--- src/rtl/ex_hazard_ctrl.sv ---
// Execute-stage hazard controller: operand forwarding, load-use stall, branch flush
// and the freeze of the back end while a multi-cycle ALU op occupies EX.
module ex_hazard_ctrl #(
    parameter int MC_LATENCY = 32
) (
    input  logic       clk,
    input  logic       rst,
    input  logic       id_valid,
    input  logic [4:0] id_rs1,
    input  logic [4:0] id_rs2,
    input  logic       id_rs1Used,
    input  logic       id_rs2Used,
    input  logic [4:0] id_rd,
    input  logic       id_regWrite,
    input  logic       id_memRead,
    input  logic       id_multiCycle,
    input  logic       pcSel,
    output logic [1:0] forwardA,
    output logic [1:0] forwardB,
    output logic       stall_if,
    output logic       stall_id,
    output logic       flush_ifid,
    output logic       flush_idex,
    output logic       pipe_hold,
    output logic       ex_busy
);

    typedef struct packed {
        logic       valid;
        logic [4:0] rs1;
        logic [4:0] rs2;
        logic       rs1Used;
        logic       rs2Used;
        logic [4:0] rd;
        logic       regWrite;
        logic       memRead;
        logic       mc;
    } entry_t;

    typedef enum logic {IDLE, BUSY} state_t;

    localparam logic [5:0] CNT_INIT = 6'(MC_LATENCY - 2);

    state_t     state, state_next;
    logic [5:0] cnt, cnt_next;
    entry_t     ex_e, mem_e, wb_e, id_e;
    logic       load_use;
    logic       fa0, fa1, fb0, fb1;
    logic       unused_fields;

    // A producer feeds the consumer in EX when it writes a nonzero register the consumer reads.
    function automatic logic fwd_hit(input entry_t prod, input logic cons_valid,
                                     input logic src_used, input logic [4:0] src);
        return cons_valid & src_used & prod.valid & prod.regWrite &
               (prod.rd != 5'd0) & (prod.rd == src);
    endfunction

    assign fa0 = fwd_hit(mem_e, ex_e.valid, ex_e.rs1Used, ex_e.rs1);
    assign fa1 = fwd_hit(wb_e,  ex_e.valid, ex_e.rs1Used, ex_e.rs1);
    assign fb0 = fwd_hit(mem_e, ex_e.valid, ex_e.rs2Used, ex_e.rs2);
    assign fb1 = fwd_hit(wb_e,  ex_e.valid, ex_e.rs2Used, ex_e.rs2);

    assign forwardA = {fa1 & ~fa0, fa0};
    assign forwardB = {fb1 & ~fb0, fb0};

    assign load_use = id_valid & ex_e.valid & ex_e.memRead & (ex_e.rd != 5'd0) &
                      ((id_rs1Used & (id_rs1 == ex_e.rd)) | (id_rs2Used & (id_rs2 == ex_e.rd)));

    always_comb begin
        id_e.valid    = id_valid & ~flush_idex;
        id_e.rs1      = id_rs1;
        id_e.rs2      = id_rs2;
        id_e.rs1Used  = id_rs1Used;
        id_e.rs2Used  = id_rs2Used;
        id_e.rd       = id_rd;
        id_e.regWrite = id_regWrite;
        id_e.memRead  = id_memRead;
        id_e.mc       = id_multiCycle;
    end

    // A multi-cycle op entering EX wins over a branch and a load-use stall; the branch
    // flush is masked during reset so every output reads zero while rst is high.
    always_comb begin
        state_next = state;
        cnt_next   = cnt;
        stall_if   = 1'b0;
        stall_id   = 1'b0;
        flush_ifid = 1'b0;
        flush_idex = 1'b0;
        pipe_hold  = 1'b0;
        ex_busy    = 1'b0;
        case (state)
            IDLE: begin
                if (ex_e.valid && ex_e.mc) begin
                    pipe_hold  = 1'b1;
                    stall_if   = 1'b1;
                    stall_id   = 1'b1;
                    ex_busy    = 1'b1;
                    state_next = BUSY;
                    cnt_next   = CNT_INIT;
                end else if (pcSel && !rst) begin
                    flush_ifid = 1'b1;
                    flush_idex = 1'b1;
                end else if (load_use) begin
                    stall_if   = 1'b1;
                    stall_id   = 1'b1;
                    flush_idex = 1'b1;
                end
            end
            BUSY: begin
                ex_busy = 1'b1;
                if (cnt != 6'd0) begin
                    pipe_hold = 1'b1;
                    stall_if  = 1'b1;
                    stall_id  = 1'b1;
                    cnt_next  = cnt - 6'd1;
                end else begin
                    state_next = IDLE;
                end
            end
            default: state_next = IDLE;
        endcase
    end

    always_ff @(posedge clk or posedge rst) begin
        if (rst) begin
            state <= IDLE;
            cnt   <= 6'd0;
        end else begin
            state <= state_next;
            cnt   <= cnt_next;
        end
    end

    always_ff @(posedge clk or posedge rst) begin
        if (rst) begin
            ex_e  <= '0;
            mem_e <= '0;
            wb_e  <= '0;
        end else if (!pipe_hold) begin
            wb_e  <= mem_e;
            mem_e <= ex_e;
            ex_e  <= id_e;
        end
    end

    assign unused_fields = ^{ex_e.regWrite,
                             mem_e.rs1, mem_e.rs2, mem_e.rs1Used, mem_e.rs2Used, mem_e.memRead, mem_e.mc,
                             wb_e.rs1, wb_e.rs2, wb_e.rs1Used, wb_e.rs2Used, wb_e.memRead, wb_e.mc};

endmodule

--- config.mk ---
export PLATFORM = sky130hd
export DESIGN_NAME = ex_hazard_ctrl
export DESIGN_NICKNAME = d
export VERILOG_FILES = /design/src/rtl/ex_hazard_ctrl.sv
export SDC_FILE = /design/constraint.sdc
export NUM_CORES = 1
export LEC_CHECK = 0
export CAP_MARGIN = 40
export CORE_MARGIN = 2
export CORE_UTILIZATION = 48
export CTS_CLUSTER_DIAMETER = 80
export CTS_CLUSTER_SIZE = 12
export DETAILED_ROUTE_END_ITERATION = 12
export HOLD_SLACK_MARGIN = 0.15
export PLACE_DENSITY = 0.75
export SLEW_MARGIN = 25
export SYNTH_ARGS = -nofsm -noshare
export SYNTH_HDL_FRONTEND = slang
export SYNTH_SLANG_ARGS = --single-unit
--- constraint.sdc ---
create_clock -name clk -period 2.3 [get_ports clk]
set_clock_uncertainty 0.05 [all_clocks]
set_input_delay 0.345 -clock clk [delete_from_list [all_inputs] [get_ports clk]]
set_output_delay 0.345 -clock clk [all_outputs]
set_load 0.02 [all_outputs]
==> impl_metrics.csv <==
group,metric,value,unit
outcome,status,"complete, but fails checks",
outcome,violations,"setup timing",
synth,synth_top_area_share,47.7,%
synth,syn_avg_cell_area,12.2,µm²
clock_network,clock_latency,0.30,ns
timing,min_period,2.32,ns
pwr,power-per-cell-area,1370,mW/mm²
worst_hold_path,hold_depth,2,
global_routing,grt_max_degree,43,
worst_hold_path,hp-class,"primary input to flip-flop",
routing,firstDrtPassIters,4,
synth,netlist_area,0.00220,mm²
worst_setup_path,critPathKind,"flip-flop to primary output",
final_layout,utilization,67.0,%
die,die_x,71.8,µm
pwr,clkPwrFrac,14.5,%
die,dieArea,0.00515,mm²
final_layout,diodes,0,
global_routing,antenna_found_initial,0,
run,drv_cap,0,
final_layout,drive_gt1_share,38.0,%
pwr,p_sw_share,36.0,%
die,rows,24,
worst_setup_path,critical_path.max_fanout,4,
synth,yosys-top-cells-area,"dfrtp_1 48%, mux2_2 12%, xor2_1 6.8%, mux2_4 6.1%, xnor2_1 6.0%",
synth,ys.flop_type,"dfrtp_1",
clock_network,cts.path.max_buffers,2,
timing,setup_violations,2,
synth,ys_seq_elements,42,
synth,synth_cells,180,
die,fp.coreArea,0.00438,mm²
die,io-pin-count,34,
worst_setup_path,startpoint_type,"flip-flop",
global_routing,grt_pass1_vias,1628,
pwr,netSwitchingPower,1.45,mW
global_routing,track_usage,20.9,%
die,dieHeight,71.8,µm
timing,slew-limit-headroom,64.6,%
final_layout,final_common_cell,"dfrtp_1",
clock_network,cts_sinks,42,
timing,tightest_slew,0.531,ns
final_layout,nets,269,
synth,yosysSeqAreaShare,47.7,%
final_layout,area_growth,33.3,%
timing,period_share,101,%
place,placed_cells,285,
clock_network,numCtsBuffers,5,
synth,synth_top_cell_by_area,"dfrtp_1",
routing,drt_iter0_drc,106,
global_routing,grt_pass1_wl,8210,µm
pwr,ir_drop,0.684,mV
timing,finalMaxSlewViolations,0,
timing,rsz0062_at_grt,"true",
die,initial_utilization,50.3,%
routing,remaining_drc_errors,0,
clock_network,clk_pin_slew,0.08,ns
worst_setup_path,worstPathRequired,1.90,ns
final_layout,instances_no_fill,297,
synth,ys_types,36,
clock_network,hold_buffers,0,
final_layout,layout_common_cells,"42 x dfrtp_1, 33 x buf_4, 23 x mux2_2, 23 x clkdlybuf4s50_1, 16 x xor2_1",
final_layout,fillers,334,
routing,routed_via_density,5.34,
worst_setup_path,cp-end-kind,"primary output",
timing,fmax,430,MHz
timing,fin_ws,-0.0231,ns
routing,vias,1585,
routing,drtAntennaViolNets,0,
timing,final_hold_viol_count,0,
place,dpl.hpwl,3440,µm
worst_setup_path,worstPathArrival,1.93,ns
place,io_buffers,33,
synth,syn_nets,205,
clock_network,h-tree-depth,2,
global_routing,overflow,0,
routing,wl,4770,µm
pwr,p_leak,1.26,nW
pwr,pwr-share-seq,37.7,%
worst_setup_path,r2r_cells,7,
routing,avgRoutedWirePerCell,16.1,µm
place,gp_congestion,0.841,
synth,yosysWarnings,0,
pwr,combPwrFrac,47.8,%
synth,synth_edf_count,0,
clock_network,cts_tree,"built",
pwr,intPower,2.58,mW
synth,synthArstFlopShare,100,%
clock_network,clockRootBuffer,"clkbuf_8",
-- critical path, cell delays in order, from the launching register on --
cell,delay [ns]
dfrtp_1,0.44
or4_1,0.56
o2111ai_1,0.36
nor3_2,0.09
buf_4,0.17
-- worst paths after layout --
path	from	to	slack, ns
setup / recovery	wb_e[3]	forwardB[1]	-0.02
hold / removal	id_rs1[1]	ex_e[16]	0.29
setup reg to reg	cnt[1]	ex_e[11]	0.12
hold reg to reg	cnt[5]	cnt[5]	0.44
max in group asynchronous	rst	ex_e[9]	1.37
min in group asynchronous	rst	cnt[4]	0.45
-- state kept, by name, summed over array words and instances, names as in the netlist --
name	flops
state	1
mem_e	7
ex_e	21
cnt	6
wb_e	7
-- cell families (layout without fill, tap and decap cells) --
| kind of cell | after synthesis | count (layout) | synth area share (%) |
|---|---|---|---|
| XOR/XNOR | 32 | 32 | 12.7 |
| buffers and inverters | 14 | 79 | 4.88 |
| flip-flops | 42 | 42 | 47.7 |
| multiplexers | 32 | 32 | 17.9 |
| AO/OA/AOI/OAI | 20 | 20 | 6.64 |
| adder cells (fa/ha/maj) | 1 | 1 | 0.567 |
| AND/OR/NAND/NOR | 39 | 39 | 9.65 |
-- Yosys cell counts (2+ instances only) --
| cell | instances |
|---|---|
| a21oi_1 | 3 |
| buf_12 | 2 |
| buf_4 | 4 |
| dfrtp_1 | 42 |
| inv_1 | 7 |
| mux2_2 | 23 |
| mux2_4 | 9 |
| nand2_1 | 8 |
| nand3_1 | 6 |
| nand4_1 | 2 |
| nor2_1 | 3 |
| nor2b_1 | 2 |
| nor3_1 | 6 |
| nor4_1 | 4 |
| o2111ai_1 | 2 |
| o211ai_1 | 2 |
| o21ai_0 | 5 |
| or4_1 | 2 |
| xnor2_1 | 15 |
| xor2_1 | 17 |
-- routing by layer --
metal / up-vias / GRT usage, % / wire, µm
met5: - / 0 / 0
met2: 32 / 31.9 / 2240
li1: 766 / - / -
met1: 780 / 30.0 / 2300
met3: 7 / 4.78 / 172
met4: 0 / 6.29 / 61
-- stage by stage --
step / TNS (ns) / total power, mW / setup WS, ns / area [µm²] / hold WS (ns)
finish: -0.0410 / 4.04 / -0.0231 / 2940 / 0.292
global route: -0.304 / 4.30 / -0.117 / 2940 / 0.303
CTS: -0.168 / 3.95 / -0.0483 / 2860 / 0.437
detailed placement: -1.84 / 3.31 / -0.487 / 2740 / 0.426
global placement: -1.85 / 3.25 / -0.450 / 2740 / 0.418
floorplan: 0 / 2.73 / 0.00745 / 2220 / 0.394
-- power by group through the flow --
stage	registers (mW)	logic [mW]	clock network [mW]
floorplan	1.46	1.27	0
global placement	1.50	1.75	0
detailed placement	1.51	1.80	0
CTS	1.50	1.86	0.594
global route	1.58	2.10	0.615
finish	1.52	1.93	0.585
-- timing repair --
action                     4_1_cts  5_1_grt
setup buffers                    3        2
setup endpoints to repair        8        9
gates resized for setup         42       18
pin swaps                        6       10
-- final cells by class --
class,instances,area (µm²),share of cell area [%]
clock buffer,7,76.3,2.60
clock inverter,1,30.0,1.02
inverter,8,37.5,1.28
multi-input combinational,124,1130,38.6
sequential,42,1050,35.8
tap,52,65.1,2.21
timing repair buffer,63,543,18.5
Note: power is estimated with default switching activity, not from simulation.
